==> src/rtl/vpu_pkg.sv <==
`default_nettype none
// ============================================================================
// Module      : VPU_PKG
// Description : Shared VPU constants, destination-port state encoding and
//               operand address decode helpers.
// Revision    : 1.0 - initial release
// ============================================================================
package VPU_PKG;

  // Operand SRAM geometry: 4 banks of 16 rows, each row one DIM_SIZE vector.
  localparam int SRAM_BANK_CNT_LG2   = 2;
  localparam int SRAM_BANK_DEPTH_LG2 = 4;
  localparam int OPERAND_ADDR_WIDTH  = SRAM_BANK_CNT_LG2 + SRAM_BANK_DEPTH_LG2;
  localparam int DIM_SIZE            = 64;

  // Destination port controller states.
  typedef enum logic [2:0] {
    S_IDLE  = 3'd0,
    S_FETCH = 3'd1,
    S_LOAD  = 3'd2,
    S_REQ   = 3'd3,
    S_DONE  = 3'd4
  } dst_state_t;

  // Bank index lives in the upper bits of an operand address.
  function automatic logic [SRAM_BANK_CNT_LG2-1:0] get_bank_id(
    input logic [OPERAND_ADDR_WIDTH-1:0] addr
  );
    return SRAM_BANK_CNT_LG2'(addr >> SRAM_BANK_DEPTH_LG2);
  endfunction

  // Row within the bank lives in the lower bits of an operand address.
  function automatic logic [SRAM_BANK_DEPTH_LG2-1:0] get_raddr(
    input logic [OPERAND_ADDR_WIDTH-1:0] addr
  );
    return SRAM_BANK_DEPTH_LG2'(addr);
  endfunction

endpackage
`default_nettype wire

==> src/rtl/sram_port_if.sv <==
`default_nettype none


interface SRAM_W_PORT_IF;
  import VPU_PKG::*;

  logic                           req;
  logic [SRAM_BANK_CNT_LG2-1:0]   wid;
  logic [SRAM_BANK_DEPTH_LG2-1:0] addr;
  logic                           web;    // active-low write enable
  logic                           wlast;
  logic [DIM_SIZE-1:0]            wdata;
  logic                           ack;

  modport host   (output req, wid, addr, web, wlast, wdata, input  ack);
  modport device (input  req, wid, addr, web, wlast, wdata, output ack);
endinterface
`default_nettype wire

==> src/rtl/vpu_dst_port_controller.sv <==
`default_nettype none
// ============================================================================
// Module      : vpu_dst_port_controller
// Description : Drains result vectors from the result queue and writes 1 to
//               MAX_BEATS consecutive rows of one operand SRAM bank, then
//               signals completion to the VPU controller.
//               Optional feature macro: VPU_DST_STALL_CNT_EN (stall counter).
// Revision    : 1.0 - initial release
// ============================================================================
module vpu_dst_port_controller
  import VPU_PKG::*;
#(
  parameter  int MAX_BEATS = 4,
  localparam int BEAT_LG2  = (MAX_BEATS > 2) ? $clog2(MAX_BEATS) : 1
) (
  input  logic                          clk,
  input  logic                          rst,
  // request from the VPU controller
  input  logic                          valid_i,
  output logic                          ready_o,
  input  logic                          wvalid_i,
  input  logic [OPERAND_ADDR_WIDTH-1:0] waddr_i,
  input  logic [BEAT_LG2-1:0]           wlen_i,
  input  logic                          reset_cmd_i,
  output logic                          done_o,
  // result queue
  input  logic [DIM_SIZE-1:0]           rdata_i,
  output logic                          rden_o,
  input  logic                          rdempty_i,
  // SRAM write port
  SRAM_W_PORT_IF.host                   sram_wr_if,
  output logic [31:0]                   stall_cnt_o
);

  dst_state_t                     state;
  dst_state_t                     next_state;
  logic [SRAM_BANK_CNT_LG2-1:0]   bank;
  logic [SRAM_BANK_DEPTH_LG2-1:0] row;
  logic [BEAT_LG2-1:0]            remaining;

  logic accept;
  logic accept_write;
  logic last_beat;
  logic handshake;

  assign accept       = (state == S_IDLE) && valid_i;
  assign accept_write = accept && wvalid_i;
  assign last_beat    = (remaining == '0);
  assign handshake    = (state == S_REQ) && sram_wr_if.req && sram_wr_if.ack;

  // Status strobes decode straight from the state register.
  assign ready_o = (state == S_IDLE);
  assign done_o  = (state == S_DONE);
  // The pop happens only in FETCH, so a beat's data is never pulled before
  // the previous beat's handshake has completed.
  assign rden_o  = (state == S_FETCH) && !rdempty_i;

  // Next-state decode.
  always_comb begin
    next_state = state;
    case (state)
      S_IDLE: begin
        if (valid_i) next_state = wvalid_i ? S_FETCH : S_DONE;
      end
      S_FETCH: begin
        if (!rdempty_i) next_state = S_LOAD;
      end
      S_LOAD: begin
        next_state = S_REQ;
      end
      S_REQ: begin
        if (handshake) next_state = last_beat ? S_DONE : S_FETCH;
      end
      S_DONE: begin
        if (reset_cmd_i) next_state = S_IDLE;
      end
      default: begin
        next_state = S_IDLE;
      end
    endcase
  end

  // State register.
  always_ff @(posedge clk) begin
    if (rst) state <= S_IDLE;
    else     state <= next_state;
  end

  // Burst bookkeeping and registered SRAM write-port outputs.
  always_ff @(posedge clk) begin
    if (rst) begin
      bank             <= '0;
      row              <= '0;
      remaining        <= '0;
      sram_wr_if.req   <= 1'b0;
      sram_wr_if.wid   <= '0;
      sram_wr_if.addr  <= '0;
      sram_wr_if.web   <= 1'b1;
      sram_wr_if.wlast <= 1'b0;
      sram_wr_if.wdata <= '0;
    end else begin
      if (accept_write) begin
        bank      <= get_bank_id(waddr_i);
        row       <= get_raddr(waddr_i);
        remaining <= wlen_i;
      end
      // Queue data lands the cycle after the pop; launch the write with it.
      if (state == S_LOAD) begin
        sram_wr_if.wdata <= rdata_i;
        sram_wr_if.req   <= 1'b1;
        sram_wr_if.web   <= 1'b0;
        sram_wr_if.wlast <= last_beat;
        sram_wr_if.wid   <= bank;
        sram_wr_if.addr  <= row;
      end
      // Return the bus to its idle values; wdata deliberately keeps the last
      // beat. The row counter wraps inside the same bank.
      if (handshake) begin
        sram_wr_if.req   <= 1'b0;
        sram_wr_if.web   <= 1'b1;
        sram_wr_if.wlast <= 1'b0;
        sram_wr_if.wid   <= '0;
        sram_wr_if.addr  <= '0;
        if (!last_beat) begin
          remaining <= remaining - BEAT_LG2'(1);
          row       <= row + SRAM_BANK_DEPTH_LG2'(1);
        end
      end
    end
  end

`ifdef VPU_DST_STALL_CNT_EN
  logic [31:0] stall_cnt;
  logic        stall_cycle;

  assign stall_cycle = ((state == S_FETCH) && rdempty_i) ||
                       ((state == S_REQ) && !sram_wr_if.ack);

  // Saturating stall counter, cleared whenever a new request is taken.
  always_ff @(posedge clk) begin
    if (rst) begin
      stall_cnt <= '0;
    end else if (accept) begin
      stall_cnt <= '0;
    end else if (stall_cycle && (stall_cnt != '1)) begin
      stall_cnt <= stall_cnt + 32'd1;
    end
  end

  assign stall_cnt_o = stall_cnt;
`else
  assign stall_cnt_o = '0;
`endif

endmodule
`default_nettype wire

==> src/flat_wrapper.sv <==
// flat-port wrapper written by rule: the top's interface ports become plain ports
module vpu_dst_port_controller_flat import VPU_PKG::*;
#(
  parameter  int MAX_BEATS = 4,
  localparam int BEAT_LG2  = (MAX_BEATS > 2) ? $clog2(MAX_BEATS) : 1
)
  (clk, rst, valid_i, ready_o, wvalid_i, waddr_i, wlen_i, reset_cmd_i, done_o, rdata_i, rden_o, rdempty_i, stall_cnt_o, sram_wr_if_req, sram_wr_if_wid, sram_wr_if_addr, sram_wr_if_web, sram_wr_if_wlast, sram_wr_if_wdata, sram_wr_if_ack);
  SRAM_W_PORT_IF sram_wr_if_i ();
  input  logic clk;
  input  logic rst;
  input  logic valid_i;
  output logic ready_o;
  input  logic wvalid_i;
  input  logic [OPERAND_ADDR_WIDTH-1:0] waddr_i;
  input  logic [BEAT_LG2-1:0] wlen_i;
  input  logic reset_cmd_i;
  output logic done_o;
  input  logic [DIM_SIZE-1:0] rdata_i;
  output logic rden_o;
  input  logic rdempty_i;
  output logic [31:0] stall_cnt_o;
  output wire logic [$bits(sram_wr_if_i.req)-1:0] sram_wr_if_req;
  output wire logic [$bits(sram_wr_if_i.wid)-1:0] sram_wr_if_wid;
  output wire logic [$bits(sram_wr_if_i.addr)-1:0] sram_wr_if_addr;
  output wire logic [$bits(sram_wr_if_i.web)-1:0] sram_wr_if_web;
  output wire logic [$bits(sram_wr_if_i.wlast)-1:0] sram_wr_if_wlast;
  output wire logic [$bits(sram_wr_if_i.wdata)-1:0] sram_wr_if_wdata;
  input wire logic [$bits(sram_wr_if_i.ack)-1:0] sram_wr_if_ack;
  assign sram_wr_if_req = sram_wr_if_i.req;
  assign sram_wr_if_wid = sram_wr_if_i.wid;
  assign sram_wr_if_addr = sram_wr_if_i.addr;
  assign sram_wr_if_web = sram_wr_if_i.web;
  assign sram_wr_if_wlast = sram_wr_if_i.wlast;
  assign sram_wr_if_wdata = sram_wr_if_i.wdata;
  assign sram_wr_if_i.ack = sram_wr_if_ack;
  vpu_dst_port_controller #(.MAX_BEATS(MAX_BEATS)) u_core (.clk(clk), .rst(rst), .valid_i(valid_i), .ready_o(ready_o), .wvalid_i(wvalid_i), .waddr_i(waddr_i), .wlen_i(wlen_i), .reset_cmd_i(reset_cmd_i), .done_o(done_o), .rdata_i(rdata_i), .rden_o(rden_o), .rdempty_i(rdempty_i), .sram_wr_if(sram_wr_if_i), .stall_cnt_o(stall_cnt_o));
endmodule
==> config.mk <==
export PLATFORM = sky130hd
export DESIGN_NAME = vpu_dst_port_controller_flat
export DESIGN_NICKNAME = d
export VERILOG_FILES = /design/src/rtl/vpu_pkg.sv /design/src/rtl/sram_port_if.sv /design/src/rtl/vpu_dst_port_controller.sv /design/src/flat_wrapper.sv
export SDC_FILE = /design/constraint.sdc
export NUM_CORES = 1
export LEC_CHECK = 0
export ABC_AREA = 1
export CORE_MARGIN = 10
export CORE_UTILIZATION = 42
export CTS_CLUSTER_DIAMETER = 100
export CTS_CLUSTER_SIZE = 8
export DETAILED_ROUTE_END_ITERATION = 8
export PLACE_DENSITY = 0.9
export SYNTH_ARGS = -nofsm -noshare
export SYNTH_HDL_FRONTEND = slang
export SYNTH_SLANG_ARGS = --single-unit
==> constraint.sdc <==
create_clock -name clk -period 2 [get_ports clk]
set_input_delay 0.4 -clock clk [delete_from_list [all_inputs] [get_ports clk]]
set_output_delay 0.4 -clock clk [all_outputs]
set_load 0.03 [all_outputs]
==> results by group <==
Clock network
  – Root buffer cell: clkbuf_8
  – CTS resizes: 2
  – Hold_buf cts: 0
  – Reg clk slew, reported paths: 0.08 ns
  – Clk sink count: 84
  – H-tree levels: 3
  – CTS max path bufs: 2
  – Num CTS Buffers: 9
  – CTS tree: done
  – Clk Latency, worst-skew pair: 0.34 ns
  – Post-CTS Setup Bufs: 0

Drt
  – Drt total wl: 10,800 um
  – Antenna viol nets, final: 0
  – Drt drc: 0
  – Via/cell ratio: 4.70
  – Routed len/inst: 15.4 um
  – Via count: 3,297
  – Drt first pass iters: 6
  – DR iter-0 viols: 124

Worst setup path
  – Critical-path top delay cell: dfxtp_1
  – RR Startpoint: u_core.state[0]$_SDFFE_PP0P_
  – Crit start category: register
  – Max stage delay on crit path: 0.45 ns
  – Crit. End Element: output port
  – Req. time, crit path: 1.60 ns
  – Crit path DAT: 1.50 ns
  – CP Class: register to output port
  – Critical path cell sequence: inv_1 > nor3_1 > dlygate4sd2_1
  – Largest fanout on the critical path: 4
  – R2R Path End: u_core.sram_wr_if.wlast$_SDFFE_PP0N_
  – Worst Setup EP: done_o
  – Reg2Reg Setup Slack: 0.40 ns
  – Worst Setup SP: u_core.state[2]$_SDFFE_PP0P_
  – Reg2Reg Depth: 6

Synthesis
  – Netlist cell types: 30
  – Post-Syn Instances: 448
  – Seq cells post-synth: 84
  – Synthesized cell area: 3450 um2
  – Compound-gate portion of the synthesized area: 0.123
  – Simple-gate area share of the yosys netlist: 0.250
  – Register area share after synthesis: 0.488
  – Xor/xnor cell area share of the yosys netlist: 0.00508
  – Mux cell area share after synthesis: 0
  – Main combinational cell family by area after synthesis: simple AND/OR/NAND/NOR gates
  – Adder-Cell Fraction of Synth Area: 0.00363
  – Synth Area per Inst: 7.69 um2
  – Yosys warns: 0

Finish
  – Fin area: 5160 um2
  – Area growth, synth to finish: 49.7%
  – Layout cell share with drive strength beyond 1: 0.0584
  – Fill cells: 681
  – Fin nets: 674
  – Non-filler cells, final: 701
  – Ant. Diodes: 0

Pwr
  – Worst vdd ir: 786 uV
  – Seq pwr share: 0.351
  – Power density cells: 1250 nW/um2
  – Combinational Power Share: 0.425
  – NetSw: 2490 uW
  – Int Power: 3930 uW
  – Sw Share: 0.388
  – Clock power share: 0.224
  – LEAKAGE: 0.00201 uW

Timing
  – Setup violators final: 0
  – Max Slew Vio Count: 0
  – Period utilization: 0.952
  – Fmax: 0.525 GHz
  – Final worst clock skew: 0.00784 ns
  – Period minus WS final: 1.90 ns
  – Setup TNS: 0 ns
  – Final hold vios: 0
  – RSZ-0062 raised after global routing: false

Die
  – Die H: 111 um
  – I/O pin count: 187
  – Std-Cell Rows: 32
  – Die Width: 111 um
  – Die outline area: 12,200 um2
  – Initial Util: 0.439
  – Core region area: 7850 um2

Global route
  – Initial antenna violation count: 0
  – Grt total ovfl: 0
  – GRT Overall Usage: 0.168
  – Largest net degree at the start of global routing: 73
  – Vias in the first global route: 3,331
  – First-pass GRT wire length: 17,200 um

Placement
  – Inst Count DP: 685
  – Number of I/O port buffers: 154
  – Placed instance area: 4920 um2
  – GPL Wtd Cong: 0.814
  – Hpwl dp: 8260 um

Worst hold path
  – Min-delay worst type: register to register
  – Hold depth: 2

Run
  – Max Cap Viol: 0

Status
  – Status: finished clean
## placed cells by master (no fill, tap or decap)
| master | n |
|---|---|
| clkdlybuf4s50_1 | 151 |
| nor2_1 | 142 |
| dfxtp_1 | 84 |
| o21ai_1 | 53 |
| nand2_1 | 44 |
| conb_1 | 32 |
| o21ai_0 | 15 |
| a21oi_1 | 14 |
| nand3_1 | 10 |
| inv_1 | 9 |
| clkbuf_8 | 9 |
| buf_12 | 4 |
| nor2_4 | 3 |
| inv_2 | 3 |
| bufinv_16 | 3 |
| nand2_4 | 2 |
| clkinv_2 | 2 |
| nand3_2 | 2 |
| dlygate4sd2_1 | 2 |
| buf_4 | 2 |
| nor3_1 | 1 |
| nand4_1 | 1 |
| nor2_2 | 1 |
| o211ai_1 | 1 |
| nand4_2 | 1 |
| xor2_1 | 1 |
| nand2_2 | 1 |
| a31oi_1 | 1 |
| xnor2_1 | 1 |
| ha_1 | 1 |
| inv_6 | 1 |
| clkinvlp_4 | 1 |
| clkbuf_1 | 1 |
## Yosys cell counts, drive strengths merged
cell,n,area share
a31oi,1,0.0018
inv,12,0.013
nor2,146,0.17
xor2,1,0.0025
nor3,1,0.0015
a21oi,14,0.020
nand3,12,0.020
nand4,2,0.0054
o211ai,1,0.0022
xnor2,1,0.0025
clkbuf,5,0.0058
clkinv,1,0.0015
dfxtp,84,0.49
conb,1,0.0011
ha,1,0.0036
o21ai,68,0.099
nand2,47,0.056
buf,50,0.11
## registers in the layout, summed over array words and instances, names as in the netlist
| signal | flops |
|---|---|
| u_core.sram_wr_if.wid | 2 |
| u_core.remaining | 2 |
| u_core.bank | 2 |
| u_core.sram_wr_if.addr | 4 |
| u_core.sram_wr_if.wdata | 64 |
| u_core.state | 3 |
| u_core.sram_wr_if.web | 1 |
| u_core.row | 4 |
| u_core.sram_wr_if.req | 1 |
| u_core.sram_wr_if.wlast | 1 |
## layout make-up
| type | instances | area, um2 | area share |
|---|---|---|---|
| sequential | 84 | 1680 | 0.326 |
| timing repair buffer | 159 | 1620 | 0.315 |
| multi-input combinational | 327 | 1440 | 0.278 |
| clock buffer | 10 | 128 | 0.0247 |
| tap | 102 | 128 | 0.0247 |
| clock inverter | 6 | 111 | 0.0216 |
| inverter | 13 | 50.0 | 0.00970 |
## routing by layer
metal | track usage | up-vias | wire length [um]
li1 | - | 1648 | -
met1 | 0.173 | 1495 | 4090
met2 | 0.310 | 133 | 5730
met3 | 0.0513 | 21 | 695
met4 | 0.0596 | 0 | 265
met5 | 0 | - | 0
## worst max-delay path: cells and delay by family (launching register included)
family,cells,cell delay (ns)
buffers and inverters,2,0.57
flip-flops,1,0.45
AND/OR/NAND/NOR,1,0.14
## worst min path at each step
stage / from / endpoint / slack [ns]
floorplan: u_core.bank[0]$_SDFFE_PP0N_ / u_core.sram_wr_if.wid[0]$_SDFFE_PP0N_ / 0.44
global placement: u_core.sram_wr_if.web$_SDFFE_PP1N_ / u_core.sram_wr_if.web$_SDFFE_PP1N_ / 0.44
detailed placement: u_core.sram_wr_if.web$_SDFFE_PP1N_ / u_core.sram_wr_if.web$_SDFFE_PP1N_ / 0.45
CTS: u_core.sram_wr_if.web$_SDFFE_PP1N_ / u_core.sram_wr_if.web$_SDFFE_PP1N_ / 0.47
global route: u_core.bank[0]$_SDFFE_PP0N_ / u_core.bank[0]$_SDFFE_PP0N_ / 0.49
finish: u_core.sram_wr_if.web$_SDFFE_PP1N_ / u_core.sram_wr_if.web$_SDFFE_PP1N_ / 0.46
## kinds of logic after synthesis
group                      Yosys count
other                                1
and+or+nand+nor                    208
DFF                                 84
adders and majority gates            1
AOI/OAI and AO/OA                   84
xor gates and xnor gates             2
buffers and inverters               68
## metrics by stage
step	power, uW	hold slack, ns	util	worst slack [ns]
2_1_floorplan	4030	0.444	-	0.450
3_3_place_gp	4950	0.444	0.627	0.224
4_1_cts	6480	0.467	0.657	0.0791
5_1_grt	6790	0.491	0.657	0.00884
6_report	6420	0.461	0.657	0.0969
3_5_place_dp	5060	0.448	0.627	0.187
## power groups by stage
stage	logic (uW)	clock network, uW	registers [uW]
3_5_place_dp	2760	0	2290
5_1_grt	2940	1550	2300
2_1_floorplan	1120	0	2900
4_1_cts	2750	1470	2260
3_3_place_gp	2680	0	2270
6_report	2730	1440	2250
No activity file was read; power rests on OpenSTA's default activity.
